$ cat src/rtl/bit_serializer.sv
// rtl/bit_serializer.sv - parallel-to-serial front end feeding the serial sequence detector.
// Optional even-parity bit per frame when BIT_SERIALIZER_PARITY_EN is defined.
module bit_serializer #(
  parameter int WIDTH     = 8,
  parameter bit LSB_FIRST = 1'b0
) (
  input  logic             clk,
  input  logic             rst,
  input  logic [WIDTH-1:0] in_data,
  input  logic             in_valid,
  output logic             in_ready,
  output logic             ser_bit,
  output logic             ser_valid,
  output logic             ser_first,
  output logic             ser_last,
  output logic             busy
);

  localparam int CW = $clog2(WIDTH);

`ifdef BIT_SERIALIZER_PARITY_EN
  typedef enum logic [1:0] {IDLE, SHIFT, PARITY} state_t;
`else
  typedef enum logic [1:0] {IDLE, SHIFT} state_t;
`endif

  state_t           state_q, state_d;
  logic [CW-1:0]    cnt_q, cnt_d;
  logic [WIDTH-1:0] shreg_q, shreg_d;
  logic             ser_bit_q, ser_bit_d;
  logic             ser_valid_q, ser_valid_d;
  logic             ser_first_q, ser_first_d;
  logic             ser_last_q, ser_last_d;
  logic             busy_q, busy_d;
  logic             last_bit;
  logic             accept;
`ifdef BIT_SERIALIZER_PARITY_EN
  logic             parity_q, parity_d;
`endif

  assign last_bit = (state_q == SHIFT) && (cnt_q == CW'(WIDTH - 1));

`ifdef BIT_SERIALIZER_PARITY_EN
  assign in_ready = (state_q == IDLE) || (state_q == PARITY);
`else
  // The next word is taken on the edge that ends the last payload bit, so frames abut.
  assign in_ready = (state_q == IDLE) || last_bit;
`endif

  assign accept = in_valid && in_ready;

  always_comb begin
    state_d     = state_q;
    cnt_d       = cnt_q;
    shreg_d     = shreg_q;
    ser_bit_d   = 1'b0;
    ser_valid_d = 1'b0;
    ser_first_d = 1'b0;
    ser_last_d  = 1'b0;
`ifdef BIT_SERIALIZER_PARITY_EN
    parity_d    = parity_q;
`endif
    if (accept) begin
      state_d     = SHIFT;
      cnt_d       = '0;
      shreg_d     = in_data;
      ser_bit_d   = LSB_FIRST ? in_data[0] : in_data[WIDTH-1];
      ser_valid_d = 1'b1;
      ser_first_d = 1'b1;
`ifdef BIT_SERIALIZER_PARITY_EN
      parity_d    = ^in_data;
`endif
    end else if ((state_q == SHIFT) && !last_bit) begin
      cnt_d       = cnt_q + CW'(1);
      // Rotating keeps the bit on air at a fixed end of the register.
      if (LSB_FIRST) begin
        shreg_d   = {shreg_q[0], shreg_q[WIDTH-1:1]};
        ser_bit_d = shreg_q[1];
      end else begin
        shreg_d   = {shreg_q[WIDTH-2:0], shreg_q[WIDTH-1]};
        ser_bit_d = shreg_q[WIDTH-2];
      end
      ser_valid_d = 1'b1;
`ifdef BIT_SERIALIZER_PARITY_EN
      ser_last_d  = 1'b0;
`else
      ser_last_d  = (cnt_q == CW'(WIDTH - 2));
`endif
`ifdef BIT_SERIALIZER_PARITY_EN
    end else if (last_bit) begin
      state_d     = PARITY;
      ser_bit_d   = parity_q;
      ser_valid_d = 1'b1;
      ser_last_d  = 1'b1;
`endif
    end else begin
      state_d     = IDLE;
    end
    busy_d = (state_d != IDLE);
  end

  always_ff @(posedge clk or posedge rst) begin
    if (rst) begin
      state_q     <= IDLE;
      cnt_q       <= '0;
      shreg_q     <= '0;
      ser_bit_q   <= 1'b0;
      ser_valid_q <= 1'b0;
      ser_first_q <= 1'b0;
      ser_last_q  <= 1'b0;
      busy_q      <= 1'b0;
`ifdef BIT_SERIALIZER_PARITY_EN
      parity_q    <= 1'b0;
`endif
    end else begin
      state_q     <= state_d;
      cnt_q       <= cnt_d;
      shreg_q     <= shreg_d;
      ser_bit_q   <= ser_bit_d;
      ser_valid_q <= ser_valid_d;
      ser_first_q <= ser_first_d;
      ser_last_q  <= ser_last_d;
      busy_q      <= busy_d;
`ifdef BIT_SERIALIZER_PARITY_EN
      parity_q    <= parity_d;
`endif
    end
  end

  assign ser_bit   = ser_bit_q;
  assign ser_valid = ser_valid_q;
  assign ser_first = ser_first_q;
  assign ser_last  = ser_last_q;
  assign busy      = busy_q;

endmodule
$ cat config.mk
export PLATFORM = sky130hd
export DESIGN_NAME = bit_serializer
export DESIGN_NICKNAME = d
export VERILOG_FILES = /design/src/rtl/bit_serializer.sv
export SDC_FILE = /design/constraint.sdc
export NUM_CORES = 1
export LEC_CHECK = 0
export CORE_MARGIN = 4
export CORE_UTILIZATION = 48
export CTS_CLUSTER_DIAMETER = 30
export CTS_CLUSTER_SIZE = 20
export DETAILED_ROUTE_END_ITERATION = 10
export PLACE_DENSITY = 0.78
export RECOVER_POWER = 100
export SYNTH_ARGS = -nofsm -noshare
export SYNTH_HDL_FRONTEND = slang
export SYNTH_SLANG_ARGS = --single-unit
$ cat constraint.sdc
create_clock -name clk -period 2.3 [get_ports clk]
set_clock_uncertainty 0.2 [all_clocks]
set_input_delay 0.345 -clock clk [delete_from_list [all_inputs] [get_ports clk]]
set_output_delay 0.345 -clock clk [all_outputs]
set_load 0.01 [all_outputs]
==> impl_metrics.tcl <==
set metrics [dict create \
    reg2regPathDepth 6 \
    insertion_delay_ns 0.29 \
    p_comb_share_pct 21.3 \
    crit_arrival_ns 1.58 \
    worstPathRequired_ns 1.75 \
    overflow 0 \
    drt_first_pass_iters 3 \
    grt_pass1_wl_um 2310 \
    max_freq_mhz 472 \
    path_clk_slew_ns 0.09 \
    p_per_area_nw_per_um2 708 \
    dieArea_um2 2400 \
    synth_seq_area_share_pct 55.7 \
    final_cell_mix "dfrtp_1, mux2_2, clkdlybuf4s50_1, inv_1, dlygate4sd3_1" \
    slew_violations 0 \
    start_util_pct 52.4 \
    status "complete, no violations" \
    hp-start "shreg_q[1]" \
    cts_tree "done" \
    drive_above_1_share_pct 27.6 \
    netlist_area_um2 808 \
    ant_nets 0 \
    end_kind "primary output" \
    ir_worst_vdd_mv 0.470 \
    grt_start_max_net_pins 19 \
    avgRoutedWirePerCell_um 14.2 \
    via_count 464 \
    grt_usage_pct 13.3 \
    drt_iter0_markers 2 \
    p_int_uw 529 \
    start_kind "flop" \
    final_hold_viol_count 0 \
    finalCriticalPeriod_ns 2.12 \
    synth-seq-cells 18 \
    period_share_pct 92.2 \
    syn_inst 56 \
    seq_power_share_pct 56.9 \
    top_layer "met4" \
    hpwl_um 939 \
    routed_via_density 5.04 \
    h-tree-depth 1 \
    post-route-util_pct 64.3 \
    cts.sinks 18 \
    drc 0 \
    finalSetupViolations 0 \
    m1WireLength_um 566 \
    io_pins 17 \
    clockRootBuffer "clkbuf_4" \
    insertedDiodeCount 0 \
    worstSetupPathType "flop to primary output" \
    wl_met2_um 615 \
    worstHoldPathCells 1 \
    ys_types 18 \
    crit_path_max_fanout 3 \
    cp-startpoint "cnt_q[0]" \
    layout.nets 92 \
    fill_cells 131 \
    gp_congestion 0.698 \
    worst_pin_slew_ns 0.665 \
    std_cell_rows 14 \
    cts_buffers 3 \
    syn_area_per_cell_um2 14.4 \
    relSlewSlack_pct 55.6 \
    cts_max_path_buffers 2 \
    power.leakage_nw 0.501 \
    fin_tns_setup_ns 0 \
    hp-class "flop to flop" \
    swShare_pct 24.7 \
    max_cap_viol_count 0 \
    antenna_found_initial 0 \
    p_sw_uw 173 \
    wl_um 1310 \
    synthToLayoutAreaGrowth_pct 22.6 \
    port-buffer-count 16 \
    yosys_warnings 0 \
    die_h_um 49.0 \
    finalHoldWorstSlack_ns 0.329 \
    dr_wl_met3_um 73 \
    rr_startpoint "cnt_q[0]" \
    first_global_vias 482 \
    power.clock.fraction_pct 21.8 \
    die_x_um 49.0 \
    coreArea_um2 1540 \
    rsz0062_at_grt "false" \
    synthesis.nets 70 \
    final_common_cell "dfrtp_1" \
]
-- power by group through the flow --
stage                     combinational, mW  sequential, mW  clock [mW]
after detailed placement              0.168           0.407           0
after CTS                             0.170           0.401       0.160
final                                 0.150           0.399       0.153
after global routing                  0.168           0.408       0.176
after global placement                0.162           0.404           0
after floorplan                       0.121           0.399           0
-- stage by stage --
step           total power, mW  instance area [um^2]  cells  setup WS (ns)
3_3_place_gp             0.566                   985     88          0.247
5_1_grt                  0.751                   991     92         0.0589
6_report                 0.702                   991     92          0.180
3_5_place_dp             0.575                   985     88          0.221
4_1_cts                  0.730                  1010     92          0.174
2_1_floorplan            0.520                   808     56          0.243
-- logic make-up (layout without fill, tap and decap cells) --
family	Yosys count	count (layout)	synth area share (%)
AOI/OAI and AO/OA	6	6	7.28
adders and majority gates	3	3	4.64
buffers and inverters	8	28	5.11
DFF	18	18	55.7
muxes	13	13	20.0
other	1	1	0.464
and+or+nand+nor	7	7	6.81
-- cells in the mapped netlist --
cell	n	area share, %
conb_1	1	0.46
ha_1	3	4.6
and2_2	2	1.9
nor2b_2	1	1.1
inv_1	6	2.8
mux2_4	4	7.4
dfrtp_1	18	56
a22o_2	2	2.5
nor3b_1	1	0.93
mux2_2	9	13
o21bai_2	1	1.4
a221o_1	2	2.5
a21o_1	1	0.93
buf_4	1	0.93
buf_6	1	1.4
and3_2	1	0.93
nor2_1	1	0.46
nor3b_2	1	1.5
-- state kept, by name, indices dropped and copies added (netlist names) --
register,count
shreg_q,8
cnt_q,3
state_q,2
busy,1
ser_bit,1
ser_first,1
ser_last,1
ser_valid,1
-- what timing repair did --
action | in CTS | in global routing
setup buffers | 1 | 0
endpoints found under the setup margin | 1 | 0
resized for setup | 1 | 0
hold buffers | 0 | 0
-- cell type report --
type                       count  area (um^2)  share of cell area, %
timing repair buffer          19          181                   18.3
multi-input combinational     30          294                   29.7
clock buffer                   3         22.5                   2.27
sequential                    18          450                   45.5
tap                           16         20.0                   2.02
inverter                       6         22.5                   2.27
-- per-layer routing --
layer,track usage (%),vias to the layer above
met5,0,-
met4,12.1,0
met3,3.06,4
met2,18.7,14
met1,16.6,218
li1,-,228
-- worst paths after layout --
| check | slack (ns) | to |
|---|---|---|
| min reg2reg | 0.33 | shreg_q[1] |
| max | 0.18 | in_ready |
| min in group asynchronous | 0.38 | busy |
| max reg2reg | 0.18 | shreg_q[5] |
| min | 0.33 | shreg_q[1] |
| max in group asynchronous | 1.09 | shreg_q[3] |
-- critical path, stage by stage, from the launching register on --
cell,delay [ns]
dfrtp_1,0.41
ha_1,0.21
ha_1,0.19
nor2b_1,0.15
nor2_1,0.05
dlygate4sd2_1,0.28
No activity file was read; power rests on OpenSTA's default activity.
